`src/rtl/multiword_addsub.sv`:
```
// Word-serial multi-precision adder/subtractor: one width-bit word per cycle, LSW first,
// carry chained internally between words. Define MULTIWORD_ADDSUB_OVF_EN to add the ovf output.
module multiword_addsub #(
    parameter int width = 8,
    parameter int words = 4
) (
    input  logic             clk,
    input  logic             rst_n,
    input  logic             on_off,
    input  logic             start,
    input  logic             sub,
    input  logic [width-1:0] a,
    input  logic [width-1:0] b,
    input  logic             in_valid,
    output logic             in_ready,
    output logic [width-1:0] c,
    output logic             out_valid,
    input  logic             out_ready,
    output logic             out_last,
    output logic             carry_out,
`ifdef MULTIWORD_ADDSUB_OVF_EN
    output logic             ovf,
`endif
    output logic             busy
);

    localparam int CW = (words > 1) ? $clog2(words) : 1;
    localparam logic [CW-1:0] LAST_CNT = CW'(words - 1);

    typedef enum logic [1:0] {
        IDLE  = 2'd0,
        RUN   = 2'd1,
        DRAIN = 2'd2
    } state_t;

    state_t           state_q, state_d;
    logic [CW-1:0]    cnt_q, cnt_d;
    logic             cy_q, cy_d;
    logic             mode_q, mode_d;
    logic [width-1:0] c_q, c_d;
    logic             out_valid_q, out_valid_d;
    logic             out_last_q, out_last_d;
    logic             carry_out_q, carry_out_d;
`ifdef MULTIWORD_ADDSUB_OVF_EN
    logic             ovf_q, ovf_d;
    logic             msb_cin;
`endif

    logic [width-1:0] b_eff;
    logic [width:0]   sum;
    logic             accept;
    logic             xfer;

    // Handshake: valid/ready, a word moves on any cycle where both are high; on_off=0 blocks both sides.
    assign in_ready = on_off && (state_q == RUN) && (!out_valid_q || out_ready);
    assign accept   = in_valid && in_ready;
    assign xfer     = on_off && out_valid_q && out_ready;

    always_comb begin
        b_eff = mode_q ? ~b : b;
        sum   = {1'b0, a} + {1'b0, b_eff} + {{width{1'b0}}, cy_q};
    end

`ifdef MULTIWORD_ADDSUB_OVF_EN
    // Carry into the MSB recovered from the sum bit; overflow when it differs from carry out.
    assign msb_cin = a[width-1] ^ b_eff[width-1] ^ sum[width-1];
`endif

    always_comb begin
        state_d     = state_q;
        cnt_d       = cnt_q;
        cy_d        = cy_q;
        mode_d      = mode_q;
        c_d         = c_q;
        out_valid_d = out_valid_q;
        out_last_d  = out_last_q;
        carry_out_d = carry_out_q;
`ifdef MULTIWORD_ADDSUB_OVF_EN
        ovf_d       = ovf_q;
`endif
        if (on_off) begin
            case (state_q)
                IDLE: begin
                    if (start) begin
                        mode_d  = sub;
                        cy_d    = sub;
                        cnt_d   = '0;
                        state_d = RUN;
                    end
                end
                RUN: begin
                    if (xfer) out_valid_d = 1'b0;
                    if (accept) begin
                        c_d         = sum[width-1:0];
                        cy_d        = sum[width];
                        out_valid_d = 1'b1;
                        cnt_d       = cnt_q + 1'b1;
                        if (cnt_q == LAST_CNT) begin
                            out_last_d  = 1'b1;
                            carry_out_d = mode_q ? ~sum[width] : sum[width];
`ifdef MULTIWORD_ADDSUB_OVF_EN
                            ovf_d       = msb_cin ^ sum[width];
`endif
                            cnt_d       = '0;
                            state_d     = DRAIN;
                        end
                    end
                end
                DRAIN: begin
                    if (xfer && out_last_q) begin
                        out_valid_d = 1'b0;
                        out_last_d  = 1'b0;
                        state_d     = IDLE;
                    end
                end
                default: state_d = IDLE;
            endcase
        end
    end

    always_ff @(posedge clk or negedge rst_n) begin
        if (!rst_n) begin
            state_q     <= IDLE;
            cnt_q       <= '0;
            cy_q        <= 1'b0;
            mode_q      <= 1'b0;
            c_q         <= '0;
            out_valid_q <= 1'b0;
            out_last_q  <= 1'b0;
            carry_out_q <= 1'b0;
`ifdef MULTIWORD_ADDSUB_OVF_EN
            ovf_q       <= 1'b0;
`endif
        end else begin
            state_q     <= state_d;
            cnt_q       <= cnt_d;
            cy_q        <= cy_d;
            mode_q      <= mode_d;
            c_q         <= c_d;
            out_valid_q <= out_valid_d;
            out_last_q  <= out_last_d;
            carry_out_q <= carry_out_d;
`ifdef MULTIWORD_ADDSUB_OVF_EN
            ovf_q       <= ovf_d;
`endif
        end
    end

    assign c         = c_q;
    assign out_valid = out_valid_q;
    assign out_last  = out_last_q;
    assign carry_out = carry_out_q;
    assign busy      = (state_q != IDLE);
`ifdef MULTIWORD_ADDSUB_OVF_EN
    assign ovf       = ovf_q;
`endif

endmodule

```
`config.mk`:
```
export PLATFORM = sky130hd
export DESIGN_NAME = multiword_addsub
export DESIGN_NICKNAME = d
export VERILOG_FILES = /design/src/rtl/multiword_addsub.sv
export SDC_FILE = /design/constraint.sdc
export NUM_CORES = 1
export LEC_CHECK = 0
export ABC_AREA = 1
export BUFFER_PORTS_ARGS = -buffer_cell sky130_fd_sc_hd__buf_2
export CAP_MARGIN = 40
export CORE_AREA = 2 2 65 52
export CTS_BUF_LIST = sky130_fd_sc_hd__clkbuf_8 sky130_fd_sc_hd__clkbuf_16
export CTS_CLUSTER_DIAMETER = 150
export DETAILED_ROUTE_END_ITERATION = 16
export DIE_AREA = 0 0 67 54
export GPL_TIMING_DRIVEN = 0
export PLACE_DENSITY = 0.7
export SETUP_SLACK_MARGIN = 0.15
export SLEW_MARGIN = 0
export SYNTH_ARGS = -nofsm -noshare
export SYNTH_HDL_FRONTEND = slang
export SYNTH_SLANG_ARGS = --single-unit
```
`constraint.sdc`:
```
create_clock -name clk -period 2.1 [get_ports clk]
set_input_delay 0.42 -clock clk [delete_from_list [all_inputs] [get_ports clk]]
set_output_delay 0.42 -clock clk [all_outputs]
set_load 0.02 [all_outputs]
```
---- After elaboration in Yosys (flattened, before gate mapping) ----
Index checks and enable logic that the tools add are counted.
word-level totals
  register bits ........................... 17
  output and inout bits ................... 13
operators by class
  reduce and logical (&&, ||, !) cells .... 19
  bitwise logic cells ..................... 2
  add/sub/neg operators ................... 3
  eq/ne operators ......................... 8
  muxes and demuxes ....................... 21
operator list
  operator                                                                  count
  2-bit 2-to-1 mux                                                          7
  4-bit AND reduction                                                       3
  5-bit AND reduction                                                       2
  8-bit by 8-bit adder with 9-bit output                                    1
  9-bit by 1-bit adder with 9-bit output                                    1
  1-bit 2-to-1 mux                                                          8
  8-bit 2-to-1 mux                                                          1
  8-bit inverter                                                            1
  1-bit logical AND                                                         6
  2-bit inequality test (second input constant)                             3
  1-bit one-hot mux with 2 select lines                                     3
  2-bit one-hot mux with 3 select lines                                     1
  3-bit AND reduction                                                       2
  2-bit nonzero test                                                        3
  2-bit equality test (second input constant)                               2
  2-bit one-hot mux with 2 select lines                                     1
  3-bit inequality test (second input constant)                             1
  2-bit by 1-bit adder with 2-bit output (second input constant)            1
  2-bit by 1-bit equality test with 1-bit output (second input constant)    1
  2-bit zero test                                                           1
  2-bit by 1-bit inequality test with 1-bit output (second input constant)  1
  1-bit zero test                                                           1
  1-bit logical OR                                                          1
  1-bit inverter                                                            1

---- Logic depth before layout (Yosys ltp) ----
Gate-level depths: netlist of the first run.
  depth in word-level cells ............... 6
  gate-level depth with buffers ........... 12
  gate-level depth less buffers ........... 11

---- Worst setup path after synthesis of the first run ----
OpenSTA, ideal clock, no wires.
  kind .................................... register to register
  from .................................... reg mode_q
  to ...................................... reg cy_q
  stages on the path, launching flop included .. 12
  data required time ...................... 1.983 ns
  arrival ................................. 1.789 ns
  setup slack ............................. 0.194 ns
  setup time .............................. 0.117 ns
  cells stage by stage .................... dfrtp_1 buf_2 xnor2_1 fa_1 inv_1 fa_1 nand2_1 nand2_1 nand3_1 nand3_1 nand3_1 nand2_1
between the ends
  word-level cells in the longest chain between the ends .. 5
RTL lines
  item                                    line  RTL
  start: declaration                      39    logic mode_q, mode_d;
  start signal: assignment                138   mode_q <= mode_d;
  8-bit 2-to-1 mux                        60    b_eff = mode_q ? ~b : b;
  8-bit by 8-bit adder with 9-bit output  61    sum = {1'b0, a} + {1'b0, b_eff} + {{width{1'b0}}, cy_q};
  9-bit by 1-bit adder with 9-bit output  61
  1-bit 2-to-1 mux                        93    if (accept) begin
  1-bit one-hot mux with 2 select lines   82    case (state_q)
  end signal: assignment                  137   cy_q <= cy_d;
  end: declaration                        38    logic cy_q, cy_d;
Every way passes these cells. The select of a mux whose other input is x is not followed.
A chain may end at the register's enable or synchronous reset.

---- Worst setup path in the final report of the first run ----
  from .................................... reg mode_q
  to ...................................... reg carry_out_q, in the netlist carry_out
between the ends
  word-level cells in the longest chain between the ends .. 5
RTL lines
  item                                    line  RTL
  8-bit 2-to-1 mux                        60
  8-bit by 8-bit adder with 9-bit output  61
  9-bit by 1-bit adder with 9-bit output  61
  1-bit inverter                          100   carry_out_d = mode_q ? ~sum[width] : sum[width];
  1-bit 2-to-1 mux *                      100
  end signal: assignment                  142   carry_out_q <= carry_out_d;
  end: declaration                        43    logic carry_out_q, carry_out_d;
Every way passes the cells marked *; elsewhere a longest branch is shown, timed or not.

==> flow_summary.yaml, run 1 <==
power_and_ir_drop:
  power_mw: 0.7389
  ir_drop_mv: 0.2534
  power_density_nw_per_um2: 433.6
  p_leak_nw: 0.9857
drt:
  drc_errors: 0
  via_per_inst: 4.739
  drtPass1Iterations: 4
  initialDrtViolationCount: 83
  drtAntennaViolNets: 0
  post_drt_wl_per_cell_um: 11.24
  num_vias: 1237
  drt-total-wl_mm: 2.934
worst_setup_path:
  crit_arrival_ns: 2.07
  slowest_delay_ns: 0.39
  cp_data_required_time_ns: 2.24
  start_kind: "register"
  cp-end-kind: "register"
  worstPathMaxFanout: 6
  crit_path_top_delay_cell: "dfrtp_1"
  path_cells: "buf_6 > buf_12 > xor2_1 > ha_1 > nand2_1 > inv_1 > a21oi_4 > nand3b_1 > nand3_1 > nand2_1"
  critical_path_class: "register to register"
  cp_common_cell: "nand2_1"
global_route:
  grt_remaining_overflow: 0
  grt_pass1_vias: 1047
  grt_max_degree: 18
  grtUsageTotal_pct: 17.82
  grt_pass1_wl_mm: 4.781
  antenna_found_initial: 0
clock_network:
  cts_tree: "yes"
  clockRootBuffer: "clkbuf_8"
  cts.sinks: 17
  max-clock-path-buffers: 2
  ctsHoldBuffers: 0
  clk-insertion-delay-late_ns: 0.25
  cts_buffers: 3
  clk_pin_slew_ns: 0.06
  htreeDepth: 1
finish:
  n_antenna_cell: 0
  layout.nets: 255
  finalCoreUtilization_pct: 55.64
  drive_gt1_share_pct: 32.58
  final_area_um2: 1704
  syn_to_final_growth_pct: 31.85
synthesis:
  syn_inst: 177
  synth_xor_area_share_pct: 7.454
  ys_seq_area_share_pct: 32.91
  synth_top_family_by_area: "simple AND/OR/NAND/NOR gates"
  synth.yosys.warnings: 0
  synth-compound-area-share_pct: 4.356
  avgSynthCellArea_um2: 7.302
  ys_ff_latch: 17
  synth_top_cell_area_share_pct: 32.91
  yosys.area_share.simple_pct: 36.59
  yosys.cell_types.count: 23
  ys_top_cells_by_area: "dfrtp_1 (33%), nand2_1 (19%), ha_1 (7.7%)"
  synth_nets: 210
  synthAdderAreaFrac_pct: 10.84
  muxShareOfSynthArea_pct: 0
  synth_top_cell_by_area: "dfrtp_1"
  syn_area_um2: 1292
die:
  fp.dieArea_um2: 3618
  pin_count: 36
  die_y_um: 54
  start_util_pct: 42.20
  rows: 18
  die_x_um: 67
  coreArea_um2: 3063
sta:
  hold_viol_final: 0
  drv_slew: 0
  finalSetupViolations: 0
  worst_pin_slew_ns: 0.3617
  fmax_mhz: 518.3
  rsz0062_at_grt: "true"
  finalCriticalPeriod_ns: 1.930
  slew_headroom_pct: 75.89
  clock_skew_ns: 0.002656
  period_share_pct: 91.88
job:
  drv_cap: 0
place:
  place_area_um2: 1513
  port_buffers: 34
  gp_congestion: 0.8633
  post-dp-hpwl_mm: 2.208
outcome:
  outcome: "complete, no violations"
worst_hold_path:
  hold_class: "input port to asynchronous set/reset pin"
## cells in the mapped netlist
| master | count |
|---|---|
| nand2_1 | 64 |
| inv_1 | 22 |
| dfrtp_1 | 17 |
| nand3_1 | 16 |
| nor2_1 | 10 |
| xor2_1 | 9 |
| ha_1 | 8 |
| nand3b_1 | 4 |
| o21ai_1 | 4 |
| a21oi_1 | 3 |
| buf_2 | 3 |
| o21ai_0 | 3 |
| fa_1 | 2 |
| or2_2 | 2 |
| xnor2_1 | 2 |
| a31oi_1 | 1 |
| inv_2 | 1 |
| nand3_2 | 1 |
| nand4_1 | 1 |
| nand4_4 | 1 |
| nor2_2 | 1 |
| nor2_8 | 1 |
| or2_4 | 1 |
## through the flow
step           hold WS, ns  setup WS (ns)  setup TNS [ns]  cells
6_report           0.07433         0.1705               0    261
5_1_grt             0.1069         0.1016               0    261
4_1_cts            0.08491         0.1524               0    257
3_5_place_dp        0.3577       -0.02828        -0.03765    251
3_3_place_gp        0.3551       -0.01839        -0.01839    251
2_1_floorplan       0.1244         0.1937               0    177
## cell usage in the layout, fill, tap and decap left out, drive strengths merged
cell | Yosys | layout
nand2 | 64 | 64
buf | 3 | 43
inv | 23 | 23
dfrtp | 17 | 17
nand3 | 17 | 17
nor2 | 12 | 12
xor2 | 9 | 9
ha | 8 | 8
o21ai | 7 | 7
nand3b | 4 | 4
clkbuf | 0 | 3
or2 | 3 | 3
a21oi | 3 | 3
fa | 2 | 2
xnor2 | 2 | 2
nand4 | 2 | 2
a31oi | 1 | 1
clkinv | 0 | 1
## power breakdown
part           internal, mW  leakage [nW]  switching [mW]  total (mW)
clock network         0.131        0.0255           0.107       0.238
logic                0.0750         0.728          0.0976       0.173
registers             0.328         0.232        0.000249       0.328
## repair_timing
item | in CTS | in global routing
setup buffers | 2 | 4
setup endpoints to repair | 4 | 6
gates resized for setup | 7 | 14
pin swaps | 1 | 16
## flip-flops by register name, indices dropped and copies added (netlist names)
signal	count
c	8
cnt_q	2
state_q	2
carry_out	1
cy_q	1
mode_q	1
out_last	1
out_valid	1
## logic make-up after synthesis
logic type	count (synthesis)
AO/OA/AOI/OAI	11
XOR/XNOR	11
adder cells (fa/ha/maj)	10
buffers and inverters	26
flip-flops	17
AND/OR/NAND/NOR	102
## area by class of cell
class / instances / area (um2)
clock inverter: 1 / 5.005
tap: 40 / 50.05
fill: 298 / 1359
inverter: 23 / 86.33
sequential: 17 / 425.4
buffer: 3 / 21.27
clock buffer: 3 / 41.29
multi-input combinational: 134 / 847.1
timing repair buffer: 40 / 227.7
## layer usage
metal / GRT usage [%] / routed length [um] / vias up
met5: 0 / 0 / -
met2: 28.38 / 1375 / 35
met4: 4.082 / 6 / 0
met1: 24.94 / 1402 / 551
met3: 3.766 / 149 / 3
li1: - / - / 648
## critical path, delay by kind of cell, from the launching register on
family / cells / cell delay (ns)
DFF: 1 / 0.39
buffers and inverters: 3 / 0.37
xor gates and xnor gates: 1 / 0.15
adders and majority gates: 1 / 0.36
and+or+nand+nor: 4 / 0.39
AOI/OAI and AO/OA: 1 / 0.16
## worst paths after layout
check                           startpoint          to  slack, ns  depth (start not counted)
worst min register to register        c[6]        c[6]       0.48                          2
worst min-delay path                 rst_n  state_q[1]       0.07                          1
worst max register to register      mode_q   carry_out       0.17                         10
worst max-delay path                mode_q   carry_out       0.17                         10
min in group clk                      c[6]        c[6]       0.48                          2
max in group asynchronous            rst_n        c[4]       1.76                          1
No activity file was read; power rests on OpenSTA's default activity.
==> run 2: changes to the inputs <==
--- a/config.mk
+++ b/config.mk
@@ -13,7 +13,6 @@
 export CTS_CLUSTER_DIAMETER = 150
 export DETAILED_ROUTE_END_ITERATION = 16
 export DIE_AREA = 0 0 67 54
-export GPL_TIMING_DRIVEN = 0
 export PLACE_DENSITY = 0.7
 export SETUP_SLACK_MARGIN = 0.15
 export SLEW_MARGIN = 0
==> constraint.sdc (replaced) <==
create_clock -name clk -period 2 [get_ports clk]
set_input_delay 0.4 -clock clk [delete_from_list [all_inputs] [get_ports clk]]
set_output_delay 0.4 -clock clk [all_outputs]
set_load 0.02 [all_outputs]
==> run 2 against run 1 <==
  * Flip-flop and latch count unchanged
  * Die area stayed put
  * Design area shrank 3.0%
  * Non-clock buffer count down 3
  * Via count about the same
  * Fmax increased by 6.2%
  * Global-route usage decreased by 1.5 points
  * Largest power group unchanged
  * Critical endpoint is now cy_q
  * Sequential share of layout area grew 0.85 points
  * Wire length shrank 6.4%
  * Total power increased by 4.7%
==> flow_summary.yaml, run 2 (synthesis gave the netlist of run 1 again) <==
drt:
  via_per_inst: 4.798
  route.met3.wl_um: 132
  drtAntennaViolNets: 0
  highest_layer: "met4"
  m1WireLength_mm: 1.384
  drt-total-wl_mm: 2.746
  drtPass1Iterations: 4
  post_drt_wl_per_cell_um: 10.64
  num_vias: 1238
  drc_errors: 0
  initialDrtViolationCount: 33
  met2_length_mm: 1.203
global_route:
  grt_pass1_vias: 1019
  antenna_found_initial: 0
  grtUsageTotal_pct: 16.31
  grt_remaining_overflow: 0
  grt_pass1_wl_mm: 4.326
  grt_max_degree: 18
sta:
  drv_slew: 0
  period_share_pct: 90.82
  hold_viol_final: 0
  slew_headroom_pct: 75.03
  fmax_mhz: 550.5
  fin_ws_ns: 0.1836
  rsz0062_at_grt: "true"
  worst_pin_slew_ns: 0.3746
  finalCriticalPeriod_ns: 1.816
  clock_skew_ns: 0.0008729
  tns_ns: 0
  finalSetupViolations: 0
worst_setup_path:
  worstPathMaxFanout: 7
  r2r_cells: 9
  critPathTopFamily: "flip-flops"
  crit_path_top_delay_cell: "dfrtp_2"
  worstPathBufferInverterCount: 1
  worstReg2RegEnd: "cy_q"
  rr_startpoint: "mode_q"
  path_cells: "buf_6 > xor2_1 > ha_1 > nand2_1 > nand2_2 > a21oi_4 > nand3_1 > nand3_1 > nand2_1"
  start_kind: "register"
  crit_arrival_ns: 1.95
  slowest_delay_ns: 0.44
  regToRegSetupSlack_ns: 0.18
  cp_data_required_time_ns: 2.14
  cp-end-kind: "register"
  critical_path_class: "register to register"
die:
  coreArea_um2: 3063
  pin_count: 36
  die_y_um: 54
  die_x_um: 67
  start_util_pct: 42.20
  fp.dieArea_um2: 3618
  rows: 18
clock_network:
  max-clock-path-buffers: 2
  clk_pin_slew_ns: 0.07
  clockRootBuffer: "clkbuf_8"
  htreeDepth: 1
  cts_buffers: 3
  cts.sinks: 17
  clk-insertion-delay-late_ns: 0.25
  cts_tree: "yes"
finish:
  final_area_um2: 1653
  final_common_cell: "nand2_1"
  final_cell_mix: "nand2_1 (59), buf_2 (35), inv_1 (22)"
  layoutNonFillerInstCount: 258
  drive_gt1_share_pct: 30.28
  largest_reg_flops: 8
  n_antenna_cell: 0
  layout.nets: 252
  finalCoreUtilization_pct: 53.96
  fillCellCount: 320
  syn_to_final_growth_pct: 27.88
place:
  port_buffers: 35
  gp_congestion: 0.8621
  placed_cells: 251
  dp_slack_ns: 0.01409
  place_area_um2: 1528
  post-dp-hpwl_mm: 2.187
worst_hold_path:
  hold_class: "input port to asynchronous set/reset pin"
outcome:
  outcome: "complete, no violations"
power_and_ir_drop:
  p_leak_nw: 0.9697
  ir_drop_mv: 0.3975
  power_density_nw_per_um2: 468.1
job:
  drv_cap: 0
==> run 2: changes by cell type in the layout (fill, tap and decap cells not counted), moves of 2 or more <==
cell,previous run,this run
xor2_1,7,9
or2_2,2,0
nand2_2,6,4
or2_4,1,3
xor2_2,2,0
==> run 2: report_power, final <==
| group | switching [mW] | internal (mW) | total [mW] |
|---|---|---|---|
| combinational | 0.0994 | 0.0784 | 0.178 |
| sequential | 0.000328 | 0.344 | 0.345 |
| clock | 0.115 | 0.136 | 0.251 |
==> run 2: what timing repair did <==
item                                    CTS  global route
pin swaps                                 0            11
hold buffers                              0             0
endpoints found under the setup margin    7             7
endpoints found under the hold margin     0             0
gates resized for setup                   7            11
buffers inserted                          1             2
==> run 2: stage by stage <==
step / power, mW / hold slack, ns
after global placement: 0.4954 / 0.3393
after detailed placement: 0.4996 / 0.3442
after CTS: 0.7606 / 0.07031
final: 0.7736 / 0.05877
after floorplan: 0.4483 / 0.1044
after global routing: 0.8201 / 0.08205
==> run 2: worst max path at each step <==
stage	cells after the start	slack [ns]	from	endpoint
after floorplan	12	0.17	mode_q	carry_out
after global routing	10	0.11	mode_q	cy_q
after detailed placement	12	0.01	b[0]	carry_out
final	9	0.18	mode_q	cy_q
after CTS	11	0.16	mode_q	carry_out
after global placement	12	0.08	b[0]	carry_out
==> run 2: final cells by class <==
class / count / area, um2 / share of cell area, %
repair buffers: 40 / 216.5 / 13.10
clock inverters: 1 / 3.754 / 0.2271
multi-input cells: 134 / 828.3 / 50.11
inverters: 23 / 86.33 / 5.223
clock buffers: 3 / 41.29 / 2.498
flip-flops and latches: 17 / 426.7 / 25.81
well taps: 40 / 50.05 / 3.028
==> run 2: layer usage <==
metal | vias to the layer above | global-route usage (%)
met3 | 2 | 4.393
met4 | 0 | 4.082
li1 | 642 | -
met1 | 566 | 22.49
met2 | 28 | 25.41
met5 | - | 0
